$ cat config.mk
export PLATFORM = sky130hd
export DESIGN_NAME = ob_rd_streamer_flat
export DESIGN_NICKNAME = d
export VERILOG_FILES = /design/src/rtl/ob_rd_streamer_if.sv /design/src/rtl/ob_rd_streamer.sv /design/src/flat_wrapper.sv
export SDC_FILE = /design/constraint.sdc
export NUM_CORES = 1
export LEC_CHECK = 0
export BUFFER_PORTS_ARGS = -buffer_cell sky130_fd_sc_hd__buf_2
export CAP_MARGIN = 20
export CORE_ASPECT_RATIO = 0.8
export CORE_MARGIN = 2
export CORE_UTILIZATION = 58
export DETAILED_ROUTE_END_ITERATION = 12
export HOLD_SLACK_MARGIN = 0.12
export PLACE_DENSITY = 0.86
export RECOVER_POWER = 100
export SLEW_MARGIN = 20
export SYNTH_ARGS = -nofsm -noshare
export SYNTH_HDL_FRONTEND = slang
export SYNTH_SLANG_ARGS = --single-unit
$ cat constraint.sdc
create_clock -name clk -period 4.85 [get_ports clk]
set_clock_uncertainty 0.05 [all_clocks]
set_input_delay 0.97 -clock clk [delete_from_list [all_inputs] [get_ports clk]]
set_output_delay 0.97 -clock clk [all_outputs]
set_load 0.005 [all_outputs]
$ cat src/rtl/ob_rd_streamer_if.sv
// Outbound read streamer bus bundle.
// Groups the descriptor handshake, outbound RAM read port, transmit stream and status.
//   master: the streamer (accepts descriptors, reads RAM, drives the stream)
//   slave : the environment (issues descriptors, serves RAM reads, sinks the stream)
interface ob_rd_streamer_if;
  logic         DescValid;
  logic         DescReady;
  logic [31:0]  DescAddr;
  logic [8:0]   DescLen;
  logic         ObRdEn;
  logic [31:0]  ObRdAddr;
  logic [127:0] ObRdData;
  logic [127:0] TxData;
  logic         TxValid;
  logic         TxReady;
  logic         TxLast;
  logic         Busy;
  logic         Done;

  modport master (
    input  DescValid, DescAddr, DescLen, ObRdData, TxReady,
    output DescReady, ObRdEn, ObRdAddr, TxData, TxValid, TxLast, Busy, Done
  );

  modport slave (
    output DescValid, DescAddr, DescLen, ObRdData, TxReady,
    input  DescReady, ObRdEn, ObRdAddr, TxData, TxValid, TxLast, Busy, Done
  );
endinterface

$ cat src/rtl/ob_rd_streamer.sv
// Outbound RAM read streamer.
// Accepts a (start beat address, beat count) descriptor, reads the beats from a fixed-latency
// outbound RAM and streams them as 128-bit beats with TxLast on the final one.
// Ports:
//   clk   - single rising-edge clock
//   rst_n - asynchronous active-low reset
//   bus   - ob_rd_streamer_if.master: descriptor handshake, RAM read port, Tx stream,
//           Busy (not idle) and Done (one-cycle completion pulse)
module ob_rd_streamer #(
  parameter int unsigned RD_LAT     = 1,
  parameter int unsigned FIFO_DEPTH = 4
) (
  input logic              clk,
  input logic              rst_n,
  ob_rd_streamer_if.master bus
);
  localparam int unsigned PtrW = $clog2(FIFO_DEPTH);
  localparam int unsigned CntW = PtrW + 2;

  typedef enum logic [1:0] {StIdle, StRun, StDrain} state_e;

  state_e            state;
  logic [31:0]       baseAddr;
  logic [8:0]        len;
  logic [8:0]        issued;
  logic [8:0]        sent;
  logic              rdEn;
  logic [31:0]       rdAddr;
  logic [RD_LAT-1:0] vldPipe;
  logic [127:0]      mem [FIFO_DEPTH];
  logic [PtrW-1:0]   wrPtr;
  logic [PtrW-1:0]   rdPtr;
  logic [PtrW:0]     count;
  logic              descReady;
  logic              done;

  logic              descFire;
  logic              rdFire;
  logic              lastIssue;
  logic              push;
  logic              pop;
  logic              txValid;
  logic              txLast;
  logic [CntW-1:0]   inFlight;

  // Reads committed but not yet in the FIFO: the registered strobe plus the valid pipe.
  always_comb begin
    inFlight = CntW'(rdEn);
    for (int i = 0; i < int'(RD_LAT); i++) begin
      inFlight = inFlight + CntW'(vldPipe[i]);
    end
  end

  assign txValid   = (count != '0);
  assign txLast    = txValid && (sent == len - 9'd1);
  assign descFire  = bus.DescValid && descReady;
  // Credit check: never commit more reads than the FIFO can absorb without any pop.
  assign rdFire    = (state == StRun) && (issued < len) &&
                     ((inFlight + CntW'(count)) < CntW'(FIFO_DEPTH));
  assign lastIssue = rdFire && (issued + 9'd1 == len);
  assign push      = vldPipe[RD_LAT-1];
  assign pop       = txValid && bus.TxReady;

  always_ff @(posedge clk or negedge rst_n) begin
    if (!rst_n) begin
      state     <= StIdle;
      baseAddr  <= '0;
      len       <= '0;
      issued    <= '0;
      sent      <= '0;
      rdEn      <= 1'b0;
      rdAddr    <= '0;
      vldPipe   <= '0;
      wrPtr     <= '0;
      rdPtr     <= '0;
      count     <= '0;
      descReady <= 1'b0;
      done      <= 1'b0;
    end else begin
      rdEn    <= rdFire;
      vldPipe <= (vldPipe << 1) | RD_LAT'(rdEn);
      done    <= 1'b0;
      if (rdFire) begin
        rdAddr <= baseAddr + 32'(issued);
        issued <= issued + 9'd1;
      end
      if (push) begin
        wrPtr <= wrPtr + PtrW'(1);
      end
      if (pop) begin
        rdPtr <= rdPtr + PtrW'(1);
        sent  <= sent + 9'd1;
      end
      count <= count + (PtrW+1)'(push) - (PtrW+1)'(pop);

      unique case (state)
        StIdle: begin
          if (descFire) begin
            baseAddr <= bus.DescAddr;
            len      <= bus.DescLen;
            issued   <= '0;
            sent     <= '0;
            if (bus.DescLen == '0) begin
              done <= 1'b1;
            end else begin
              state     <= StRun;
              descReady <= 1'b0;
            end
          end else begin
            descReady <= 1'b1;
          end
        end
        StRun: begin
          // Leave on the edge that issues the final read, so a 1-beat descriptor spends one
          // cycle here.
          if (lastIssue) begin
            state <= StDrain;
          end
        end
        StDrain: begin
          if (pop && txLast) begin
            state     <= StIdle;
            done      <= 1'b1;
            descReady <= 1'b1;
          end
        end
        default: state <= StIdle;
      endcase
    end
  end

  // Data array needs no reset: it is only observed through txValid.
  always_ff @(posedge clk) begin
    if (push) begin
      mem[wrPtr] <= bus.ObRdData;
    end
  end

  assign bus.DescReady = descReady;
  assign bus.ObRdEn    = rdEn;
  assign bus.ObRdAddr  = rdAddr;
  assign bus.TxValid   = txValid;
  assign bus.TxData    = txValid ? mem[rdPtr] : '0;
  assign bus.TxLast    = txLast;
  assign bus.Busy      = (state != StIdle);
  assign bus.Done      = done;
endmodule
$ cat src/flat_wrapper.sv
// flat-port wrapper written by rule: the top's interface ports become plain ports
module ob_rd_streamer_flat 
#(
  parameter int unsigned RD_LAT     = 1,
  parameter int unsigned FIFO_DEPTH = 4
)
  (clk, rst_n, bus_DescValid, bus_DescAddr, bus_DescLen, bus_ObRdData, bus_TxReady, bus_DescReady, bus_ObRdEn, bus_ObRdAddr, bus_TxData, bus_TxValid, bus_TxLast, bus_Busy, bus_Done);
  ob_rd_streamer_if bus_i ();
  input logic clk;
  input logic rst_n;
  input wire logic [$bits(bus_i.DescValid)-1:0] bus_DescValid;
  input wire logic [$bits(bus_i.DescAddr)-1:0] bus_DescAddr;
  input wire logic [$bits(bus_i.DescLen)-1:0] bus_DescLen;
  input wire logic [$bits(bus_i.ObRdData)-1:0] bus_ObRdData;
  input wire logic [$bits(bus_i.TxReady)-1:0] bus_TxReady;
  output wire logic [$bits(bus_i.DescReady)-1:0] bus_DescReady;
  output wire logic [$bits(bus_i.ObRdEn)-1:0] bus_ObRdEn;
  output wire logic [$bits(bus_i.ObRdAddr)-1:0] bus_ObRdAddr;
  output wire logic [$bits(bus_i.TxData)-1:0] bus_TxData;
  output wire logic [$bits(bus_i.TxValid)-1:0] bus_TxValid;
  output wire logic [$bits(bus_i.TxLast)-1:0] bus_TxLast;
  output wire logic [$bits(bus_i.Busy)-1:0] bus_Busy;
  output wire logic [$bits(bus_i.Done)-1:0] bus_Done;
  assign bus_i.DescValid = bus_DescValid;
  assign bus_i.DescAddr = bus_DescAddr;
  assign bus_i.DescLen = bus_DescLen;
  assign bus_i.ObRdData = bus_ObRdData;
  assign bus_i.TxReady = bus_TxReady;
  assign bus_DescReady = bus_i.DescReady;
  assign bus_ObRdEn = bus_i.ObRdEn;
  assign bus_ObRdAddr = bus_i.ObRdAddr;
  assign bus_TxData = bus_i.TxData;
  assign bus_TxValid = bus_i.TxValid;
  assign bus_TxLast = bus_i.TxLast;
  assign bus_Busy = bus_i.Busy;
  assign bus_Done = bus_i.Done;
  ob_rd_streamer #(.RD_LAT(RD_LAT), .FIFO_DEPTH(FIFO_DEPTH)) u_core (.clk(clk), .rst_n(rst_n), .bus(bus_i));
endmodule
== Word-level counts from Yosys, hierarchy flattened ==
Memory sizes are Yosys's and may differ from the RTL's.
Cells that the tools add are included.

* Multiplexer cells: 22
* Reductions and logical operators: 15
* $add $sub $neg: 10
* $lt $le $gt $ge: 2
* Equality and inequality tests: 9

{| class="wikitable"
|+ Operator list
! operator !! count
|-
| $mux W128 || 1
|-
| $mux W9 || 6
|-
| $add A32 B9 Y32 || 1
|-
| $add A9 B1 Y9 const B || 2
|-
| $eq A9 B9 Y1 || 2
|-
| $logic_not A9 Y1 || 1
|-
| $lt A9 B9 Y1 || 1
|-
| $sub A9 B1 Y9 const B || 1
|-
| $mux W1 || 8
|-
| $mux W2 || 4
|-
| $logic_and A1 B1 Y1 || 7
|-
| $ne A2 B1 Y1 const B || 3
|-
| $pmux W2 S3 || 1
|-
| $add A2 B1 Y2 const B || 2
|-
| $add A4 B3 Y4 || 1
|-
| $lt A4 B3 Y1 const B || 1
|-
| $pmux W1 S2 || 2
|-
| $reduce_and A4 Y1 || 1
|-
| $reduce_bool A2 Y1 || 2
|-
| $add A3 B1 Y3 || 1
|-
| $ne A3 B3 Y1 const B || 1
|-
| $reduce_and A3 Y1 || 1
|-
| $reduce_bool A3 Y1 || 1
|-
| $sub A3 B1 Y3 || 1
|-
| other kinds (6) || 6
|}

* RAM bits: 512
* Output and inout bits: 166
* Logic and storage cells: 72
* Memories kept: 1
* Flip-flop bits (word level): 104

{| class="wikitable"
|+ Memories
! name !! words !! width !! rd ports !! clocked after Yosys merged registers in !! write ports !! RTL line !! text
|-
| u_core.mem || 4 || 128 || 1 || 0 || 1 || ob_rd_streamer.sv:30 || <nowiki>logic [127:0] mem [FIFO_DEPTH];</nowiki>
|}

== Logic depth before layout (Yosys ltp) ==
Gate-level depths: netlist of run 1.

* Depth in word-level cells: 7
* Depth in mapped cells: 12
* Gate-level depth less buffers: 9

== Worst setup path after synthesis of run 1 ==
No wires, ideal clock.

* Path type: reg2reg
* Start point: register u_core.wrPtr[0]
* End point: memory u_core.mem[2][0] (enable)
* Cell stages (with the launch flop): 4
* Data required time: 4.298 ns
* Arrival time: 3.553 ns
* Slack: 0.745 ns
* Path buffers: 0
* Path through: dfrtp_1 > inv_1 > ha_1 > and2_1

{| class="wikitable"
|+ RTL lines
! element !! RTL line !! text
|-
| start, declared || ob_rd_streamer.sv:31 || <nowiki>logic [PtrW-1:0] wrPtr;</nowiki>
|-
| start signal, assigned || ob_rd_streamer.sv:88 || <nowiki>wrPtr <= wrPtr + PtrW'(1);</nowiki>
|-
| end, declared || ob_rd_streamer.sv:30 ||
|}

Straight into the memory's write port.

== Final worst setup path of run 1 ==
* Start point: register u_core.rdPtr[0]
* End point: output bus_TxData[37]

* Longest elaborated chain between the ends: 2

{| class="wikitable"
|+ RTL lines
! element !! RTL line !! text
|-
| start, declared || ob_rd_streamer.sv:32 || <nowiki>logic [PtrW-1:0] rdPtr;</nowiki>
|-
| start signal, assigned || ob_rd_streamer.sv:91 || <nowiki>rdPtr <= rdPtr + PtrW'(1);</nowiki>
|-
| $mem_v2 Z4 W128 || -- ||
|-
| $mux W128 || ob_rd_streamer.sv:143 || <nowiki>assign bus.TxData = txValid ? mem[rdPtr] : '0;</nowiki>
|-
| end, declared || flat_wrapper.sv:19 || <nowiki>output wire logic [$bits(bus_i.TxData)-1:0] bus_TxData;</nowiki>
|}

No other way between the ends.

==> results list, run 1 <==
- Clock root buffer: clkbuf_16
- The worst hold path belongs to the class flop to flop.
- After synthesis, the share of cell area in mux cells is 12.89%.
* Total of cells resized after clock tree synthesis: 0
- Fraction of the core area covered by cells at the end of the flow: 67.41%
* Slowest cell on the critical path: buf_6
- For this run, the number of Yosys warnings is 0.
* Core area: 0.04288 sq mm
- Yosys mapped a number of flops with a built-in enable equal to 512.
- Clock Path Buffers: 3
* Post-route clock period utilization: 85.50%
* Count of pins on the block boundary: 339
- Measured along the y axis, the die boundary spans 189.9 um.
- Register area share after synthesis: 71.75%
- Compared with the post-synthesis result, the final layout area differs by 15.37%.
- Global-route wire length before repair: 82,990 um
- Post-CTS Hold Fix Bufs: 0
* Maximum number of pins on one net before global-route repair: 81
* Synth Register Bits: 616
- Total detailed-routing wirelength: 53,790 um
- Dividing the detail-routed wire length by the instance count gives 22.88 um.
- Final setup violating endpoints: 0
- Summing the areas of all compound-gate instances in the mapped netlist gives 3.101% of the synthesized area.
- Clock tree synthesis found a total of 616 sinks.
* Commonest non-fill, non-tap cell in the layout: edfxtp_1
* Source of the critical timing path: u_core.rdPtr[0]
- The final route contains 13,760 vias.
- At the later pin of the worst-skew pair, clock insertion delay measures 630 ps.
- Relative max-transition margin: -118.5%
- Setup repair after global routing left no endpoint under its margin.
* Total die area: 0.04489 sq mm
- Areal power density over the cells: 475.8 mW/mm^2
- At the worst endpoint, the arrival time is 3130 ps.
* Async set-reset flop share out of synthesis: 16.88%
- Traced cell by cell, the critical path runs through buf_6 -> mux4_2 -> and2_0 -> buf_2.
* Post-synth top flop: edfxtp_1
* Clock-pin slew reported for the worst setup and hold paths after clock tree synthesis: 60 ps
* Final critical path time including I/O delays and setup: 4147 ps
- Summed over all failing endpoints, the final setup total negative slack is 0 ps.
* Post-Synth XOR/XNOR Area: 2.097%
* Horizontal extent of the die: 236.4 um
- Max-cap violations in this run came to 7.
- Largest incremental delay on the critical path: 760 ps
* Worst-margin pin slew: 3278 ps
- Library cells used by synthesis: 65
- Outcome: finished, violations left
- Final-layout worst hold slack: 348.6 ps
* Simple-gate share of the synthesized area: 6.937%
- The number of nets handed over by synthesis was 1,602.
* Startpoint of the worst register-to-register path: u_core.wrPtr[1]
- Effective utilization at floorplan: 58.43%
* Worst setup path category: flop to output pin
- Based on the critical path, the design can be clocked at up to 241.1 MHz.
- # placed instances: 2,240
* Placement row count: 68
- Via count of the first global-routing pass: 14,390
- Summed over all nets, the half-perimeter wirelength after detailed placement is 32,670 um.
- The count of buffers added on input and output ports is 338.
* Maximum vdd drop: 412.9 uV
- In this run the post-CTS setup repair buffer count came out at 0.
- DRC Markers: 0
- Slew Viols, Final: 316
* Post-synthesis cell area: 0.02505 sq mm
* Iteration-0 DRC Markers: 1,110
- A synthesized cell averages 17.92 sq um.
- After the last flow step, the layout net total stands at 1,944.
* Final RePlAce weighted congestion: 0.8516
- The count of nets left with antenna violations once routing finished came out at 0.
- Before CTS, the worst setup slack after placement is 1612 ps.
- Final hold violation count: 0
* Number of cells produced by synthesis: 1,398
- Violated checks: max-capacitance violations, max-slew violations
- Among cell families on the critical path, the largest total delay comes from buffers and inverters.
- The initial antenna violation count was 4.
* Non-filler instance count after layout: 2,351
- Biggest fanout along the worst timing path: 69
- Adder-cell share of the synthesized area: 1.608%
- Using the TritonRoute via totals, the vias-per-cell ratio works out to 5.853.
- In this run the most critical hold path is launched from u_core.bus.ObRdEn.
- CTS H-tree depth: 2
* TritonCTS buffer count: 57
- Across every metal layer, demand over resource in global routing totals 24.26%.
- Data on the critical path is required at its endpoint by 3830 ps.
* Largest family of logic cells by synthesized area: multiplexers
- Leakage power summed over all cells: 10.05 nW
- TritonCTS clock tree: done
- Top library cells by usage in the layout, fill and taps aside: edfxtp_1 (512), clkbuf_1 (214), buf_2 (142)
- Number of buffers and inverters on the critical path: 2
- Element type at the critical path start: flop
- Share of final-layout standard cells stronger than drive strength 1: 22.93%
- After global routing the overflow that remains totals 0.
* Detailed-router iteration count before antenna repair: 5
- The worst setup path is captured at an output pin.
- Final WS setup: 703.1 ps
flip-flops by register name, summed over array words and instances, names as in the netlist, 2 cells and up:
signal and count:
u_core.mem 512, u_core.baseAddr 32, u_core.bus.ObRdAddr 32, u_core.issued 9
u_core.len 9, u_core.sent 9, u_core.count 3, u_core.rdPtr 2
u_core.state 2, u_core.wrPtr 2
path summary, 6_finish.rpt:
check	endpoint	slack, ps	cells past startpoint
min reg2reg	u_core.push	350	0
max reg2reg	u_core.mem[1][79]	790	4
max in group asynchronous	u_core.issued[7]	1720	2
min in group asynchronous	u_core.len[2]	420	1
max	bus_TxData[37]	700	4
min	u_core.push	350	0
cells in the mapped netlist (5+ instances only):
cell type / number / area share (%)
mux2_2: 30 / 1.3
or3_1: 9 / 0.22
nor3_1: 7 / 0.14
edfxtp_1: 512 / 61
buf_2: 12 / 0.24
nand2b_1: 5 / 0.12
nand4_1: 9 / 0.22
buf_1: 5 / 0.075
a211oi_1: 8 / 0.24
o21ai_0: 45 / 0.90
xor2_1: 30 / 1.0
nor2_1: 33 / 0.49
nand3_1: 18 / 0.36
and2_1: 138 / 3.4
clkbuf_1: 50 / 0.75
o21a_1: 6 / 0.18
xnor2_1: 30 / 1.0
inv_1: 26 / 0.39
nand2_1: 68 / 1.0
o211ai_1: 7 / 0.21
dfrtp_1: 104 / 10
and3_1: 10 / 0.25
ha_1: 29 / 1.4
mux4_2: 128 / 12
a21oi_1: 17 / 0.34
logic make-up (layout without fill, tap and decap cells):
family,after synthesis,count (layout)
buffers and inverters,98,488
other,0,3
flip-flops,616,616
AO/OA/AOI/OAI,117,117
AND/OR/NAND/NOR,317,317
XOR/XNOR,60,60
adder cells (fa/ha/maj),31,31
multiplexers,159,159
layer usage:
metal / vias up / part of all wire [%] / track usage (%) / wire length (um)
li1: 6106 / - / - / -
met1: 7065 / 40 / 31.81 / 21550
met2: 509 / 50 / 40.50 / 26940
met3: 76 / 7.8 / 6.631 / 4175
met4: 4 / 2.0 / 6.816 / 1094
met5: - / 0.050 / 0 / 27
metrics by stage:
stage | area [sq um] | power [mW]
after floorplan | 25050 | 8.167
after global placement | 27380 | 9.538
after detailed placement | 27380 | 9.594
after CTS | 29230 | 14.01
after global routing | 28900 | 14.34
final | 28910 | 13.75
report_power, final:
part / total [mW] / switching (mW) / internal (mW)
Clock: 4.41 / 1.96 / 2.45
Sequential: 5.93 / 0.145 / 5.79
Combinational: 3.42 / 1.66 / 1.75
Total: 13.8 / 3.77 / 9.99
cell type report:
type | count | area (sq um)
timing repair buffer | 355 | 1614
sequential | 616 | 17980
fill | 2867 | 13980
multi-input combinational | 684 | 6651
clock buffer | 75 | 1524
inverter | 26 | 97.59
antenna | 3 | 7.507
clock inverter | 32 | 325.3
tap | 560 | 700.7
Power figures use the tool's default switching activity.
==> inputs of run 2 (changes only) <==
- REMOVE_ABC_BUFFERS: default -> 1
==> run 2 against run 1 <==
  * The flow still finishes with violations (max-capacitance violations, max-slew violations)
  * Cell area grew 0.52%
  * Total power up 1.7%
  * Clock power up 4%
==> results list, run 2 (synthesis results as in run 1) <==
- Worst-margin pin slew: 3279 ps
- The HPWL after detailed placement is 34,470 um.
- At the end of the flow, the number of nets in the layout was 1,945.
- Leaving out fill and tap cells, the most frequent cell in the layout is edfxtp_1.
- Setup repair after global routing left no endpoint under its margin.
- Outcome: finished, violations left
- Maximum number of pins on one net before global-route repair: 115
- The completed layout was analyzed and its total power is 13.99 mW.
- IR analysis of the VDD net gives a maximum drop of 358.3 uV.
- The clock period could shrink to 4111 ps.
* Initial antenna violation count: 10
- Via count of the first global-routing pass: 14,310
- In this run the remaining antenna-violating nets after routing total 0.
- In this run the tightest slew margin relative to its limit is -118.6%.
- Worst setup EP type: output pin
- For this run, design rule violations remaining after detail routing come to 0.
- For this run the aggregate overflow at the end of global routing stands at 0.
* Clock-pin slew reported for the worst setup and hold paths after clock tree synthesis: 60 ps
- Iteration-0 DRC Markers: 1,103
- The checks that failed: max-capacitance violations, max-slew violations.
* Die height: 189.9 um
- Dividing the detail-routed via count by the number of cells gives 5.931.
- Data arrives at the worst endpoint at 3090 ps.
* Clock Path Buffers: 3
- After filler insertion, the fill cell instance count of the layout stands at 2,837.
* Area of combinational cells with multiple inputs: 0.006659 sq mm
- Final hold violation count: 0
- The number of hold buffers added after CTS was 0.
- For this run, the total global-route usage over all layers was measured as 24.95%.
- Across the run, the number of max-cap violations was 7.
* Slew Viols, Final: 292
* Post-route clock period utilization: 84.76%
* Highest clock rate: 243.3 MHz
- Final-layout worst hold slack: 382.8 ps
* Clock latency reported for the late side of the worst-skew pair: 610 ps
- Ranked by flip-flop count, first place goes to u_core.mem.
- Total of cells resized after clock tree synthesis: 0
- Final setup violating endpoints: 0
* Total detailed-routing wirelength: 55,640 um
* Detailed-router iteration count before antenna repair: 5
* Data required time of the worst path: 3830 ps
- After floorplanning, the core was divided into 68 placement rows.
- Element type at the critical path start: flop
* Total die area: 0.04489 sq mm
- Clock Sinks: 616
- Biggest fanout along the worst timing path: 50
- Count of pins on the block boundary: 339
- After detailed routing, the average wire length per cell comes to 23.58 um.
- The floorplan step defined a core boundary enclosing 0.04288 sq mm.
- Across all layers, the routed design uses 14,000 vias.
- Port buffering added 338 buffers.
* Area growth from synthesis to layout: 15.98%
* Top library cells by usage in the layout, fill and taps aside: edfxtp_1 (512), clkbuf_1 (199), buf_2 (150)
* Count of buffers added by post-CTS timing repair for setup: 0
- TritonCTS built the clock tree.
- Leakage power summed over all cells: 10.14 nW
* Areal power density over the cells: 481.4 mW/mm^2
* Global-route wire length before repair: 84,990 um
- Worst min-delay path class: flop to flop
* Largest incremental delay on the critical path: 1220 ps
- Final RePlAce weighted congestion: 0.8520
* Worst setup path category: flop to output pin
- In this run, CTS created clock tree buffers numbering 57.
- The initial utilization of the core area, before any placement, comes to 58.43%.
- Slowest cell on the critical path: dfrtp_2
- The tree is rooted in a clkbuf_16.
- Cells with a size suffix above 1 make up 23.24% of the layout.
* CP cell instances: buf_4 -> mux4_2 -> and2_0 -> buf_2
- Register area: 0.01798 sq mm
* CTS H-tree depth: 2
- The die is 236.4 um wide.
- Number of flip-flops under the largest register name: 512
run 2: stage by stage:
stage,cells,setup TNS [ps],setup WS (ps),util (%),cell area (sq um)
after floorplan,1326,-253670,-1973,-,24750
after global placement,2241,0,1670,63.87,27390
after detailed placement,2241,0,1649,63.87,27390
after CTS,2349,0,980.2,68.38,29320
after global routing,2355,0,487.2,67.73,29040
final,2360,0,739.0,67.76,29060
run 2: area by class of cell:
cell class,count,share of cell area [%]
clock buffers,65,5.085
inverters,26,0.3359
clock inverters,43,1.567
multi-input cells,684,22.92
repair buffers,356,5.710
well taps,560,2.411
flip-flops and latches,616,61.89
diodes,10,0.08612
run 2: path summary, 6_finish.rpt:
check,from,endpoint,slack (ps),cells past startpoint
max reg2reg,u_core.wrPtr[0],u_core.mem[3][22],800,3
max in group asynchronous,rst_n,u_core.len[0],1640,2
min,u_core.bus.ObRdEn,u_core.push,380,0
min reg2reg,u_core.bus.ObRdEn,u_core.push,380,0
min in group asynchronous,rst_n,u_core.bus.ObRdAddr[13],830,1
max,u_core.rdPtr[1],bus_TxData[105],740,4
run 2: worst max-delay path: cells and delay by family (launching register included):
family        cells  cell delay (ps)
flops             1             1220
buf+inv           2              670
mux               1              350
simple gates      1              230
run 2: layer usage:
metal	routed length, um	up-vias	global-route usage [%]
li1	-	6125	-
met1	22500	7166	34.88
met2	27430	603	40.20
met3	4188	99	5.049
met4	1499	4	8.082
met5	21	-	0
run 2: power breakdown:
group	switching [mW]	internal, mW	leakage (nW)
clock network	1.93	2.67	0.941
logic	1.61	1.78	3.29
registers	0.216	5.78	5.91
==> inputs of run 3 (changes only) <==
- CORE_UTILIZATION: 58 -> 52
- PLACE_DENSITY: 0.86 -> 0.82
- clock period: 4.85 -> 3.7 ns (I/O delays scaled with it)
==> run 3 against run 2 <==
  * The flow still finishes with violations (max-capacitance violations, max-slew violations)
  * Die area grew 11%
  * First-iteration DRC count shrank 13%
  * Largest power group unchanged
  * Flip-flop and latch count is the same
  * Wire length grew 0.97%
  * Sequential share of layout area shrank 0.18 points
  * Critical path depth grew 1
  * Sequential power grew 29%
  * Setup slack lost 610 ps
  * Core utilization shrank 6.1 points
  * Total power grew 29%
  * Register-to-register slack lost 530 ps
==> results list, run 3 (synthesis results as in run 1) <==
* Biggest fanout along the worst timing path: 7
- Combinational share of power: 25.1%
- The library cell used most frequently in the layout, excluding fill and tap cells, is edfxtp_1.
- Path depth of the worst reg2reg path: 4
- Slowest cell on the critical path: nor4_1
* Max capacitance violation total: 5
* Maximum vdd drop: 369.4 uV
* Clock Power Share: 32.0%
- Cell internal power was estimated by the tool at 13.15 mW.
- Post-route total power: 18.08 mW
- TritonCTS built the clock tree.
* Post-detailed-placement cell area: 0.02760 sq mm
- Worst min-delay path class: primary input to flop
* Data required time of the worst path: 2910 ps
- Clock-pin slew reported for the worst setup and hold paths after clock tree synthesis: 60 ps
* Via count of the first global-routing pass: 14,450
* Worst setup path category: flop to output pin
- Number of buffers and inverters on the critical path: 1
- In this run the most critical hold path is launched from bus_DescAddr[1].
* CTS H-tree depth: 2
- Top delay family on crit path: compound AO/OA/AOI/OAI gates
- After detailed routing, the number of vias per cell comes to 5.710.
- The die is 200.3 um tall.
- After detailed placement, the design holds a cell count of 2,311.
- The first routing iteration left 959 violations.
- Share of final-layout standard cells stronger than drive strength 1: 24.24%
* Maximum number of pins on one net before global-route repair: 79
- In the final routed layout, each cell accounts on average for 23.19 um.
- Worst-case register-to-register setup slack: 270 ps
* Overflow left after global routing: 0
- Setup Slack @ Placement: 806.3 ps
- The floorplan step defined a die boundary enclosing 0.04996 sq mm.
- Final WS setup: 129.7 ps
- The signal on the critical path passes through nor4_1 -> nand2_1 -> o311ai_0 -> o211a_1 -> buf_2.
- The register with the most flip-flops in the layout has 512 of them.
- Worst Hold End: u_core.baseAddr[1]
- The worst setup path is captured at an output pin.
- Violated checks: max-capacitance violations, max-slew violations
- Element type at the critical path start: flop
- Post-Layout Inst Area: 0.02915 sq mm
- Worst flop-to-flop path endpoint: u_core.mem[1][98]
* Total of cells resized after clock tree synthesis: 0
* Top reg by flops: u_core.mem
- The floorplan has 71 rows.
* Startpoint of the worst register-to-register path: u_core.wrPtr[1]
* Clock latency reported for the late side of the worst-skew pair: 630 ps
* Clock Path Buffers: 3
- Leakage power summed over all cells: 10.19 nW
* Non-filler instance count after layout: 2,422
- Worst-margin pin slew: 2189 ps
- The first global-routing pass estimated 85,500 um of wire.
- Final Net Count: 1,955
- The initial antenna violation count was 9.
- The final layout contains routed wiring with a total length of 56,180 um.
- The number of failing hold endpoints at the final stage came to 0.
- In this run switching power makes up 27.25% of total power.
* Total number of vias: 13,830
- Clock Sinks: 616
- For this design the total switching power over the nets is 4.927 mW.
- For the worst setup path, the data arrival time is 2780 ps.
- Post-route clock period utilization: 96.50%
- Compared with the post-synthesis result, the final layout area differs by 16.33%.
- Relative max-transition margin: -45.95%
- TritonCTS buffer count: 57
- The share of total power dissipated in sequential elements is 42.9%.
* RSZ-0062 raised after global routing: false
- Across every metal layer, demand over resource in global routing totals 22.52%.
- At the end of routability-driven placement, the weighted congestion stood at 0.8634.
- The flow ran to the end, but the final reports show violations.
- Largest incremental delay on the critical path: 560 ps
* Top library cells by usage in the layout, fill and taps aside: edfxtp_1 (512), clkbuf_1 (197), buf_2 (149)
* Clock root buffer: clkbuf_16
* Effective utilization at floorplan: 53.01%
* Min-Delay Path Depth: 3
* Number of I/O port buffers: 338
- The floorplan step defined a core boundary enclosing 0.04726 sq mm.
- Fraction of the core area covered by cells at the end of the flow: 61.67%
- Dividing total power by cell area gives a power density of 620.3 mW/mm^2.
- Setup violations remaining at the end of the flow were counted as 0.
- Final critical path time including I/O delays and setup: 3570 ps
- In this run the number of cells on the critical path is 5.
- Slew Viols, Final: 171
- Horizontal extent of the die: 249.4 um
- Post-detailed-placement half-perimeter wirelength: 35,230 um
- Count of pins on the block boundary: 339
- DRC Markers: 0
- Static timing analysis puts the maximum clock frequency at 280.1 MHz.
- Post-DRT Antenna Nets: 0
* Detailed-router iteration count before antenna repair: 4
==> run 3: worst reg2reg max path, cell delays in order (launching register included) <==
cell	delay, ps
dfrtp_1	400
inv_1	100
ha_1	150
and2_1	1600
clkbuf_4	760
==> run 3: metrics by stage <==
stage	hold slack (ps)	TNS, ps
6_report	273.3	0
5_1_grt	251.0	0
4_1_cts	237.4	0
3_5_place_dp	422.2	0
3_3_place_gp	414.6	0
2_1_floorplan	351.3	-575880
==> run 3: how the worst max path moves through the flow <==
stage	from	endpoint
3_3_place_gp	u_core.rdPtr[0]	bus_TxData[61]
4_1_cts	u_core.rdPtr[0]	bus_TxData[61]
6_report	u_core.len[5]	bus_TxLast
3_5_place_dp	u_core.rdPtr[0]	bus_TxData[61]
2_1_floorplan	u_core.rdPtr[0]	bus_TxData[0]
5_1_grt	u_core.rdPtr[0]	bus_TxData[20]
==> run 3: area by class of cell <==
| type | instances | area [sq um] |
|---|---|---|
| fillers | 3398 | 18110 |
| flip-flops and latches | 616 | 17980 |
| multi-input cells | 684 | 6670 |
| repair buffers | 366 | 1753 |
| clock buffers | 69 | 1491 |
| well taps | 620 | 775.7 |
| clock inverters | 38 | 365.4 |
| inverters | 26 | 97.59 |
| diodes | 3 | 7.507 |
==> run 3: power groups by stage <==
| stage | combinational [mW] | sequential (mW) | clock [mW] |
|---|---|---|---|
| 6_report | 4.55 | 7.75 | 5.78 |
| 5_1_grt | 4.90 | 7.77 | 6.17 |
| 4_1_cts | 4.81 | 7.77 | 5.89 |
| 3_5_place_dp | 4.75 | 7.91 | 0 |
| 3_3_place_gp | 4.66 | 7.91 | 0 |
| 2_1_floorplan | 2.52 | 8.22 | 0 |
==> run 3: repair_timing <==
action / 4_1_cts / 5_1_grt
hold buffers: 1 / 0
hold endpoints to repair: 2 / 0
buffers inserted: 0 / 0
==> run 3: metal layers <==
| layer | up-vias | wire [um] | global-route usage (%) |
|---|---|---|---|
| li1 | 6134 | - | - |
| met5 | - | 85 | 0 |
| met1 | 7058 | 21900 | 28.58 |
| met2 | 501 | 28210 | 37.75 |
| met3 | 124 | 4361 | 6.550 |
| met4 | 12 | 1626 | 7.057 |
